==> config.mk <==
export PLATFORM = sky130hd
export DESIGN_NAME = fetch_queue
export DESIGN_NICKNAME = d
export VERILOG_FILES = /design/src/rtl/fetch_queue.sv
export SDC_FILE = /design/constraint.sdc
export NUM_CORES = 1
export LEC_CHECK = 0
export CORE_MARGIN = 1.5
export CORE_UTILIZATION = 46
export CTS_CLUSTER_SIZE = 30
export DETAILED_ROUTE_END_ITERATION = 10
export GPL_TIMING_DRIVEN = 0
export PLACE_DENSITY = 0.69
export SETUP_SLACK_MARGIN = 0.5
export SLEW_MARGIN = 30
export SYNTH_ARGS = -nofsm -noshare
export SYNTH_HDL_FRONTEND = slang
export SYNTH_SLANG_ARGS = --single-unit
==> constraint.sdc <==
create_clock -name clk -period 4.1 [get_ports clk]
set_input_delay 0.41 -clock clk [delete_from_list [all_inputs] [get_ports clk]]
set_output_delay 0.41 -clock clk [all_outputs]
set_load 0.02 [all_outputs]
==> src/rtl/fetch_queue.sv <==
// Fetch stage: owns the fetch PC, captures ROM reads into a PC-tagged FIFO and
// hands them to decode over valid/ready. Optional perf counters: FETCH_PERF_EN.
module fetch_queue #(
  parameter int unsigned DEPTH    = 4,
  parameter logic [31:0] RESET_PC = 32'h0000_1000
) (
  input  logic                         clk,
  input  logic                         rst_n,
  output logic [31:0]                  imem_addr,
  input  logic [31:0]                  imem_rd,
  input  logic                         imem_sssrc,
  input  logic                         redirect_valid,
  input  logic [31:0]                  redirect_pc,
  output logic                         out_valid,
  input  logic                         out_ready,
  output logic [31:0]                  out_instr,
  output logic [31:0]                  out_pc,
  output logic                         out_ss,
  output logic [$clog2(DEPTH+1)-1:0]   count,
  output logic [31:0]                  perf_full_cycles,
  output logic [31:0]                  perf_flushes
);

  localparam int unsigned PW = $clog2(DEPTH);
  localparam int unsigned CW = $clog2(DEPTH + 1);
  localparam logic [CW-1:0] FULL_COUNT = CW'(DEPTH);

  typedef struct packed {
    logic        ss;
    logic [31:0] instr;
    logic [31:0] pc;
  } entry_t;

  entry_t        mem [DEPTH];
  entry_t        head;
  logic [PW-1:0] wr_ptr;
  logic [PW-1:0] rd_ptr;
  logic [31:0]   fetch_pc;
  logic          pop;
  logic          push;
  logic          full;
  logic          redirect_pc_unused;

  // Word alignment is forced, so the low redirect bits carry no information.
  assign redirect_pc_unused = ^redirect_pc[1:0];

  assign full      = (count == FULL_COUNT);
  assign out_valid = (count != '0);
  assign pop       = out_valid & out_ready;
  // Pushing while full is fine when the head leaves this cycle: the write lands
  // in the slot being vacated.
  assign push      = !redirect_valid & (!full | pop);

  assign imem_addr = fetch_pc;
  assign head      = mem[rd_ptr];
  assign out_instr = head.instr;
  assign out_pc    = head.pc;
  assign out_ss    = head.ss;

  always_ff @(posedge clk or negedge rst_n) begin
    if (!rst_n) begin
      fetch_pc <= RESET_PC;
      wr_ptr   <= '0;
      rd_ptr   <= '0;
      count    <= '0;
    end else if (redirect_valid) begin
      fetch_pc <= {redirect_pc[31:2], 2'b00};
      wr_ptr   <= '0;
      rd_ptr   <= '0;
      count    <= '0;
    end else begin
      if (push) begin
        wr_ptr   <= wr_ptr + 1'b1;
        fetch_pc <= fetch_pc + 32'd4;
      end
      if (pop) begin
        rd_ptr <= rd_ptr + 1'b1;
      end
      if (push && !pop) begin
        count <= count + 1'b1;
      end else if (pop && !push) begin
        count <= count - 1'b1;
      end
    end
  end

  // NOTE: FIFO storage has no reset; validity is tracked by count, so stale
  // contents are never observed and the array can map to plain RAM cells.
  always_ff @(posedge clk) begin
    if (push) begin
      mem[wr_ptr] <= '{ss: imem_sssrc, instr: imem_rd, pc: fetch_pc};
    end
  end

`ifdef FETCH_PERF_EN
  logic [31:0] full_cycles_q;
  logic [31:0] flushes_q;

  always_ff @(posedge clk or negedge rst_n) begin
    if (!rst_n) begin
      full_cycles_q <= '0;
      flushes_q     <= '0;
    end else begin
      if (full && !pop && (full_cycles_q != '1)) begin
        full_cycles_q <= full_cycles_q + 32'd1;
      end
      if (redirect_valid && (flushes_q != '1)) begin
        flushes_q <= flushes_q + 32'd1;
      end
    end
  end

  assign perf_full_cycles = full_cycles_q;
  assign perf_flushes     = flushes_q;
`else
  assign perf_full_cycles = 32'd0;
  assign perf_flushes     = 32'd0;
`endif

endmodule

==> flow_metrics.tcl <==
set metrics [dict create \
    p_per_area_nw_per_um2 554.4 \
    setup_viol 0 \
    rows 58 \
    num_vias 6734 \
    synth_adder_area_share_pct 0.6915 \
    num_antenna_cells 0 \
    r2r-start "count[1]" \
    cts_made_buffers 29 \
    grt-ovfl-total 0 \
    via_per_inst 5.208 \
    numClockSinks 289 \
    ant_nets 0 \
    fin_crit_sh_pct 82.84 \
    startpoint_type "flop" \
    rsz0062_at_grt "false" \
    gp_congestion 0.7921 \
    synthSimpleGateAreaFrac_pct 6.035 \
    async_reset_ff_share_pct 12.80 \
    detail_route.iter0.violations 435 \
    grt_start_max_net_pins 38 \
    die-width_um 164.1 \
    max-slew-margin-rel_pct 52.02 \
    cp-end-kind "output pin" \
    synth_top_family_by_area "multiplexers" \
    worstMarginPinSlew_ns 0.7197 \
    ys_seq_area_share_pct 71.13 \
    htreeDepth 1 \
    post-place-ws_ns 0.8184 \
    synth_mux_area_share_pct 11.96 \
    slowest_stage "buf_1" \
    drtPass1Iterations 9 \
    slew_viol_final 0 \
    status "completed" \
    dp_cells 1240 \
    cts_root_buffer "clkbuf_16" \
    worstPathCellList "clkbuf_1 > buf_1 > mux4_2 > clkdlybuf4s50_1" \
    insertion_delay_ns 0.54 \
    die-area_um2 26940 \
    grt_pass1_wl_um 39140 \
    maxCapViolations 0 \
    hold_path.class "in -> async" \
    antenna_found_initial 0 \
    finalHoldViolCount 0 \
    path_max_fanout 10 \
    cts_setup_buffers 0 \
    synth_compound_area_share_pct 3.510 \
    startpoint "rd_ptr[1]" \
    synth_xor_area_share_pct 0.6600 \
    path_clk_slew_ns 0.06 \
    synth_warnings 0 \
    clockBufferDepth 3 \
    worstPathArrival_ns 2.99 \
    wire_per_inst_um 19.92 \
    area_delta_synth_final_pct 28.11 \
    coreArea_um2 25330 \
    ir_drop_uv 401.9 \
    layout.nets 1017 \
    worst-path-buf-inv 3 \
    worst_clock_skew_ns 0.01423 \
    ios 234 \
    die_h_um 164.1 \
    critPathRequiredTime_ns 3.69 \
    critPathKind "reg -> out" \
    initial_core_util_pct 47.15 \
    hpwl_um 16750 \
    cts_tree "built" \
    drc 0 \
    synth-edff-count 252 \
    synth_ff_type "edfxtp_1" \
    layout-drive-gt1-share_pct 21.50 \
    max_stage_delay_ns 0.62 \
    synth.distinct_cells 46 \
    numPortBuffers 163 \
    fmax_ghz 0.2944 \
    fin_crit_ns 3.397 \
    ys_ff_latch 289 \
    netlist_area_um2 11940 \
    power_leakage_nw 5.347 \
    setup_ws_ns 0.7034 \
    critical-path-top-delay-family "buffers and inverters" \
    stdcell_count 1293 \
    synthCells 675 \
    wl_um 25750 \
    grt_pass1_vias 6816 \
    avgSynthCellArea_um2 17.69 \
    grt_use_total_pct 19.38 \
]
-- flip-flops by register name, summed over array words and instances (netlist names) --
name / count
imem_addr: 30
rd_ptr: 2
wr_ptr: 2
mem: 252
count: 3
-- synth_stat cells (4+ instances only) --
library cell | instances | area [µm²]
edfxtp_1 | 252 | 7567
buf_4 | 70 | 525.5
mux4_2 | 63 | 1419
dfrtp_1 | 36 | 900.9
nand2_1 | 26 | 97.59
nor2_1 | 24 | 90.09
clkbuf_1 | 18 | 67.56
nand3_1 | 15 | 75.07
inv_1 | 13 | 48.80
or4_1 | 13 | 97.59
a31oi_1 | 12 | 75.07
nand4_1 | 12 | 75.07
o21ai_0 | 11 | 55.05
buf_2 | 10 | 50.05
o31ai_1 | 10 | 75.07
and3_1 | 9 | 56.30
nor2b_1 | 6 | 37.54
nor3_1 | 6 | 30.03
o211ai_1 | 6 | 45.04
a21oi_1 | 5 | 25.02
a221o_1 | 5 | 50.05
ha_1 | 5 | 62.56
xnor2_1 | 5 | 43.79
and4_1 | 4 | 35.03
or2_2 | 4 | 25.02
xor2_1 | 4 | 35.03
-- cell usage in the layout (no fill, tap or decap), drive strengths merged, types with 5 or more instances in the layout --
cell	instances
nand3	16
nand2	26
clkbuf	54
clkdlybuf4s50	162
o21ai	11
o31ai	10
inv	13
a221o	5
nor3	6
and3	9
xnor2	5
dfrtp	36
or4	13
ha	5
nand4	12
mux4	63
conb	68
nor2	24
a31oi	12
nor2b	6
a21oi	5
edfxtp	252
buf	89
clkinv	11
o211ai	6
-- repair_timing --
item,CTS,global route
setup endpoints to repair,0,51
hold buffers,1,0
resized for setup,0,4
hold endpoints to repair,12,0
-- final timing paths --
path	end	slack, ns	depth (start not counted)
min	imem_addr[30]	0.32	2
max	out_pc[17]	0.70	4
min in group clk	imem_addr[5]	0.44	3
min reg2reg	wr_ptr[1]	0.58	2
max reg2reg	mem[2][42]	1.42	5
max in group asynchronous	imem_addr[12]	3.25	3
-- cell families after synthesis --
kind of cell,Yosys count
and+or+nand+nor,132
buffers and inverters,115
xor gates and xnor gates,9
adders and majority gates,6
DFF,289
other,1
muxes,64
AOI/OAI and AO/OA,59
-- layer usage --
metal	share of wire [%]	vias to the layer above	track usage (%)
met1	43	3381	26.66
met4	1.6	0	4.545
li1	-	3093	-
met3	5.9	24	2.980
met5	0	-	0
met2	50	236	32.64
-- stage by stage --
stage / TNS (ns) / area [µm²] / utilization [%] / power, mW / hold WS, ns
finish: 0 / 15300 / 60.41 / 8.482 / 0.3183
global route: 0 / 15300 / 60.41 / 8.849 / 0.3277
CTS: 0 / 15300 / 60.40 / 8.587 / 0.2970
detailed placement: 0 / 14380 / 56.76 / 6.044 / 0.3423
global placement: -283.96 / 14240 / 56.22 / 6.007 / 0.5631
floorplan: 0 / 12190 / - / 5.068 / 0.1144
-- layout make-up --
class                   instances  area [µm²]
fillers                      1883       10030
plain buffers                 102       669.4
inverters                      13       48.80
flip-flops and latches        289        8494
well taps                     330       412.9
repair buffers                169        1752
clock inverters                17       162.7
multi-input cells             338        3012
clock buffers                  35       748.2
-- where the power goes --
part / internal (mW) / switching, mW
Sequential: 3.55 / 0.158
Clock: 1.48 / 1.05
Combinational: 1.09 / 1.16
(Power assumes the default switching activity.)
